<file path="src/rtl/wb_pkg.sv">
// wb_pkg: shared state encoding and sizing helpers for the writeback assembler
package wb_pkg;
  typedef enum logic {IDLE, COLLECT} state_t;
  localparam int DEF_N = 32;
  localparam int DEF_V = 256;
  localparam int BEATS = DEF_V / DEF_N;
  localparam int CNT_W = $clog2(BEATS);
  function automatic int cnt_width(input int beats);
    return beats > 1 ? $clog2(beats) : 1;
  endfunction
endpackage

</file>
<file path="src/rtl/writeback_assembler_vector_beat_buffer.sv">
// vector_beat_buffer: lane-indexed assembly register for vector-load beats
module vector_beat_buffer #(
  parameter int N  = 32,
  parameter int V  = 256,
  parameter int CW = 3
) (
  input  logic          clk,
  input  logic          rst,
  input  logic          clr_i,
  input  logic          we_i,
  input  logic [CW-1:0] idx_i,
  input  logic [N-1:0]  din_i,
  output logic [V-1:0]  merged_o
);
  logic [V-1:0] vec_q;
  // merged_o is the buffer with the incoming beat already in place, so the final beat commits without an extra cycle
  always_comb begin
    merged_o = vec_q;
    merged_o[idx_i*N +: N] = din_i;
  end
  always_ff @(posedge clk or negedge rst) begin
    if (!rst) vec_q <= '0;
    else if (clr_i) vec_q <= '0;
    else if (we_i) vec_q <= merged_o;
  end
endmodule

</file>
<file path="src/rtl/writeback_assembler.sv">
// writeback_assembler: registers scalar/vector results and assembles vector loads from N-bit beats
module writeback_assembler
  import wb_pkg::*;
#(
  parameter int N = DEF_N,
  parameter int V = DEF_V,
  parameter int R = 5
) (
  input  logic         clk,
  input  logic         rst,
  input  logic         RegWriteM,
  input  logic         RegWriteVM,
  input  logic         MemtoRegM,
  input  logic [R-1:0] WA3M,
  input  logic [N-1:0] ALUOutM,
  input  logic [V-1:0] ALUOutVM,
  input  logic [N-1:0] ReadDataM,
  input  logic         VecLoadM,
  input  logic         BeatValidM,
  output logic         RegWriteW,
  output logic [R-1:0] WA3W,
  output logic [N-1:0] ResultW,
  output logic         RegWriteVW,
  output logic [V-1:0] ResultVW,
  output logic         StallW
);
  localparam int BT = V / N;
  localparam int CW = cnt_width(BT);
  state_t        state_q;
  logic [CW-1:0] cnt_q;
  logic [R-1:0]  dst_q;
  logic [V-1:0]  merged;
  logic          last;
  assign StallW = state_q == COLLECT;
  assign last = cnt_q == CW'(BT - 1);
  vector_beat_buffer #(.N(N), .V(V), .CW(CW)) u_buf (
    .clk      (clk),
    .rst      (rst),
    .clr_i    (state_q == IDLE && VecLoadM),
    .we_i     (state_q == COLLECT && BeatValidM),
    .idx_i    (cnt_q),
    .din_i    (ReadDataM),
    .merged_o (merged)
  );
  always_ff @(posedge clk or negedge rst) begin
    if (!rst) begin
      state_q    <= IDLE;
      cnt_q      <= '0;
      dst_q      <= '0;
      RegWriteW  <= 1'b0;
      RegWriteVW <= 1'b0;
      WA3W       <= '0;
      ResultW    <= '0;
      ResultVW   <= '0;
    end else if (state_q == IDLE) begin
      RegWriteW  <= RegWriteM;
      ResultW    <= MemtoRegM ? ReadDataM : ALUOutM;
      RegWriteVW <= RegWriteVM & ~VecLoadM;
      ResultVW   <= ALUOutVM;
      WA3W       <= WA3M;
      if (VecLoadM) begin
        dst_q   <= WA3M;
        cnt_q   <= '0;
        state_q <= COLLECT;
      end
    end else begin
      RegWriteW  <= 1'b0;
      RegWriteVW <= 1'b0;
      if (BeatValidM) begin
        cnt_q <= last ? '0 : cnt_q + 1'b1;
        if (last) begin
          RegWriteVW <= 1'b1;
          ResultVW   <= merged;
          WA3W       <= dst_q;
          state_q    <= IDLE;
        end
      end
    end
  end
endmodule

</file>
<file path="config.mk">
export PLATFORM = sky130hd
export DESIGN_NAME = writeback_assembler
export DESIGN_NICKNAME = d
export VERILOG_FILES = /design/src/rtl/wb_pkg.sv /design/src/rtl/writeback_assembler_vector_beat_buffer.sv /design/src/rtl/writeback_assembler.sv
export SDC_FILE = /design/constraint.sdc
export NUM_CORES = 1
export LEC_CHECK = 0
export ABC_AREA = 1
export CELL_PAD_IN_SITES_DETAIL_PLACEMENT = 1
export CELL_PAD_IN_SITES_GLOBAL_PLACEMENT = 2
export CORE_MARGIN = 2
export CORE_UTILIZATION = 30
export CTS_BUF_LIST = sky130_fd_sc_hd__clkbuf_8
export DETAILED_ROUTE_END_ITERATION = 10
export PLACE_DENSITY = 0.93
export SLEW_MARGIN = 20
export SYNTH_ARGS = -nofsm -noshare
export SYNTH_HDL_FRONTEND = slang
export SYNTH_SLANG_ARGS = --single-unit
</file>
<file path="constraint.sdc">
create_clock -name clk -period 3.05 [get_ports clk]
set_clock_uncertainty 0.1 [all_clocks]
set_input_delay 0.61 -clock clk [delete_from_list [all_inputs] [get_ports clk]]
set_output_delay 0.61 -clock clk [all_outputs]
set_load 0.01 [all_outputs]
</file>
==> metrics.md <==
| Metric | Value |
|---|---|
| Reg clk slew, reported paths | 60 ps |
| Main area contributors after synthesis | dfrtp_1, nand2_1, nand3_1, inv_1, a22o_1 |
| Asr flop ratio synth | 100% |
| Max-cap viol count | 0 |
| Fmax | 0.358 GHz |
| I/O pins | 628 |
| Worst r2r src | cnt_q[1]$_DFFE_PN0P_ |
| Total core area | 93,000 sq um |
| YS warnings | 0 |
| Crit Path Max Fanout | 57 |
| Most common cell in the netlist | nand2_1 |
| Clock Sinks | 560 |
| Placer congestion estimate | 0.803 |
| CTS Buffer Depth | 3 |
| # setup viols final | 0 |
| Post-synth EDFFs | 0 |
| Htree depth | 3 |
| CTS Buf Count | just over 100 |
| PD cells | 1100 nW/um^2 |
| Synth cell count leaders | nand2_1, dfrtp_1, inv_1 |
| CTS tree | yes |
| DR WL/cell | 21.7 microns |
| Drt first pass iters | 5 |
| Non-Filler Instances | 5,449 |
| Setup Total Neg Slack | 0 ps |
| Worst-margin pin slew | 840 ps |
| Mapped Avg Cell Area | 7.93 sq um |
| WS Path Type | reg2reg |
| Port Buf Inserts | roughly 630 |
| Clock period minus worst slack | 2790 ps |
| CP Capture Type | flop |
| Worst Setup SP | cnt_q[1]$_DFFE_PN0P_ |
| R2R cell count | 10 |
| Instance count of the mapped netlist | 3,541 |
| Tcrit/Tclk final | 91.6% |
| Die ar. | 96,000 sq um |
| Maximum vdd drop | 683 uV |
| Clock latency on the worst-skew pair | 750 ps |
| DRC viols | 0 |
| Rel. slew slack | between 40% and 50% |
| Largest net degree at the start of global routing | 141 |
| Post-synth top area cell | dfrtp_1 |
| DR iter-0 viols | about 1,900 |
| Wire length of the first global-routing pass | 177,000 microns |
| # rows | 112 |
| Hold Startpoint | RegWriteM |
| Antenna-violating nets left | 0 |
| Flops & latches, synth | 560 |
| Dpl hpwl | 82,600 microns |
| Leak | around 0.019 uW |
| DIE HEIGHT | 310 microns |
| Hold Path Depth | 3 |
| WHS | 268 ps |
| Netlist cell types | 23 |
| Gr usage total | between 20% and 30% |
| Vias in the first global route | 28,400 |
| Via count | 27,300 |
| Min-Delay Path Class | in2reg |
| Fin. Hold Viols | 0 |
| Synthesized Nets | approximately 3,900 |
| Area share of the largest cell type after synthesis | 49.9% |
| RSZ-0062 raised after global routing | no |
| Avg Vias per Cell | 5.01 |
| Post-synthesis sequential area ratio | 49.9% |
| Status | finished clean |
| Final wirelength | 118,000 microns |
| Root Driver | clkbuf_8 |
| Worst setup SP type | flop |
| Area delta synth->final | 35.5% |
| GRT overflow | 0 |
| Die Span X | 310 microns |
| Fraction of layout cells with a size suffix above 1 | 6.47% |
| Nets@finish | 4,454 |
| Mapped cell area | between 20,000 and 30,000 sq um |
| Placed cells | 5,266 |
| Critical Path RT | 3550 ps |
| Starting density of the core | 30.2% |
| Worst EP arrival | 3300 ps |
| Top_reg_cell synth | dfrtp_1 |
| Slew Limit Fails | 0 |
| Initial antenna violation count | 5 |
| Post-CTS setup buffers | 0 |
## power breakdown
group / total, uW / switching, uW / internal, uW / leakage [uW]
registers: 12700 / 1940 / 10700 / 0.00715
logic: 22000 / 13200 / 8810 / 0.0108
clock network: 7270 / 3460 / 3810 / 0.00115
total: 41900 / 18600 / 23400 / 0.0191
## cells by family after synthesis
group	after synthesis	share of synthesized area (%)
simple gates	1626	24.5
buf+inv	757	10.9
compound gates	593	14.4
flops	560	49.9
fa+ha+maj	5	0.223
## layer usage
metal,global-route usage [%],wire length [microns]
met1,31.6,51400
met2,39.9,56700
met3,4.27,6180
met5,0,30
met4,9.38,3880
## final timing paths
kind,end,slack [ps]
worst max-delay path,ResultVW[253]$_DFFE_PN0P_,260
max in group asynchronous,ResultVW[85]$_DFFE_PN0P_,1560
min in group asynchronous,WA3W[3]$_DFFE_PN0P_,310
worst max register to register,ResultVW[253]$_DFFE_PN0P_,260
worst min register to register,u_buf.vec_q[240]$_DFFE_PN0P_,380
worst min-delay path,RegWriteW$_DFF_PN0_,270
## registers in the layout (all words and copies together) (netlist names)
name / flops
RegWriteVW: 1
RegWriteW: 1
ResultVW: 256
ResultW: 32
StallW: 1
WA3W: 5
cnt_q: 3
dst_q: 5
u_buf.vec_q: 256
## layout by cell type (no fill, tap or decap), drive strengths merged, types with 15 or more instances in the layout
master,instances
o21ai,251
clkbuf,130
nand2,1118
buf,91
inv,541
o21bai,20
clkinv,15
nand4,98
nor2,15
a22o,185
dfrtp,560
clkdlybuf4s50,625
nand3,395
o211ai,137
## worst max-delay path, cell delays in order, from the launching register on
cell	delay, ps
dfrtp_1	420
inv_1	120
ha_1	240
ha_1	320
inv_2	170
nand2_1	90
nor2_1	250
nand2_2	220
buf_12	230
o211ai_1	360
nand2_1	110
## stage by stage
step / total power, uW / area, sq um / setup slack [ps] / utilization, %
finish: 41900 / 38000 / 257 / 40.9
global route: 45100 / 38000 / 115 / 40.9
CTS: 42300 / 38000 / 217 / 40.8
detailed placement: 34700 / 36000 / 223 / 38.7
global placement: 34100 / 36000 / 353 / 38.7
floorplan: 24800 / 28100 / 814 / -
## timing repair
item	in CTS	in global routing
hold buffers	1	0
gates resized for setup	0	1
hold endpoints to repair	41	0
endpoints found under the setup margin	0	6
## layout make-up
class | instances | area, sq um
fillers | 11100 | 55000
flip-flops and latches | 560 | 14000
multi-input cells | 2224 | 11100
repair buffers | 717 | 7370
inverters | 512 | 1960
clock buffers | 130 | 1790
well taps | 1254 | 1570
clock inverters | 48 | 238
diodes | 4 | 10.0
Note: power is estimated with default switching activity, not from simulation.
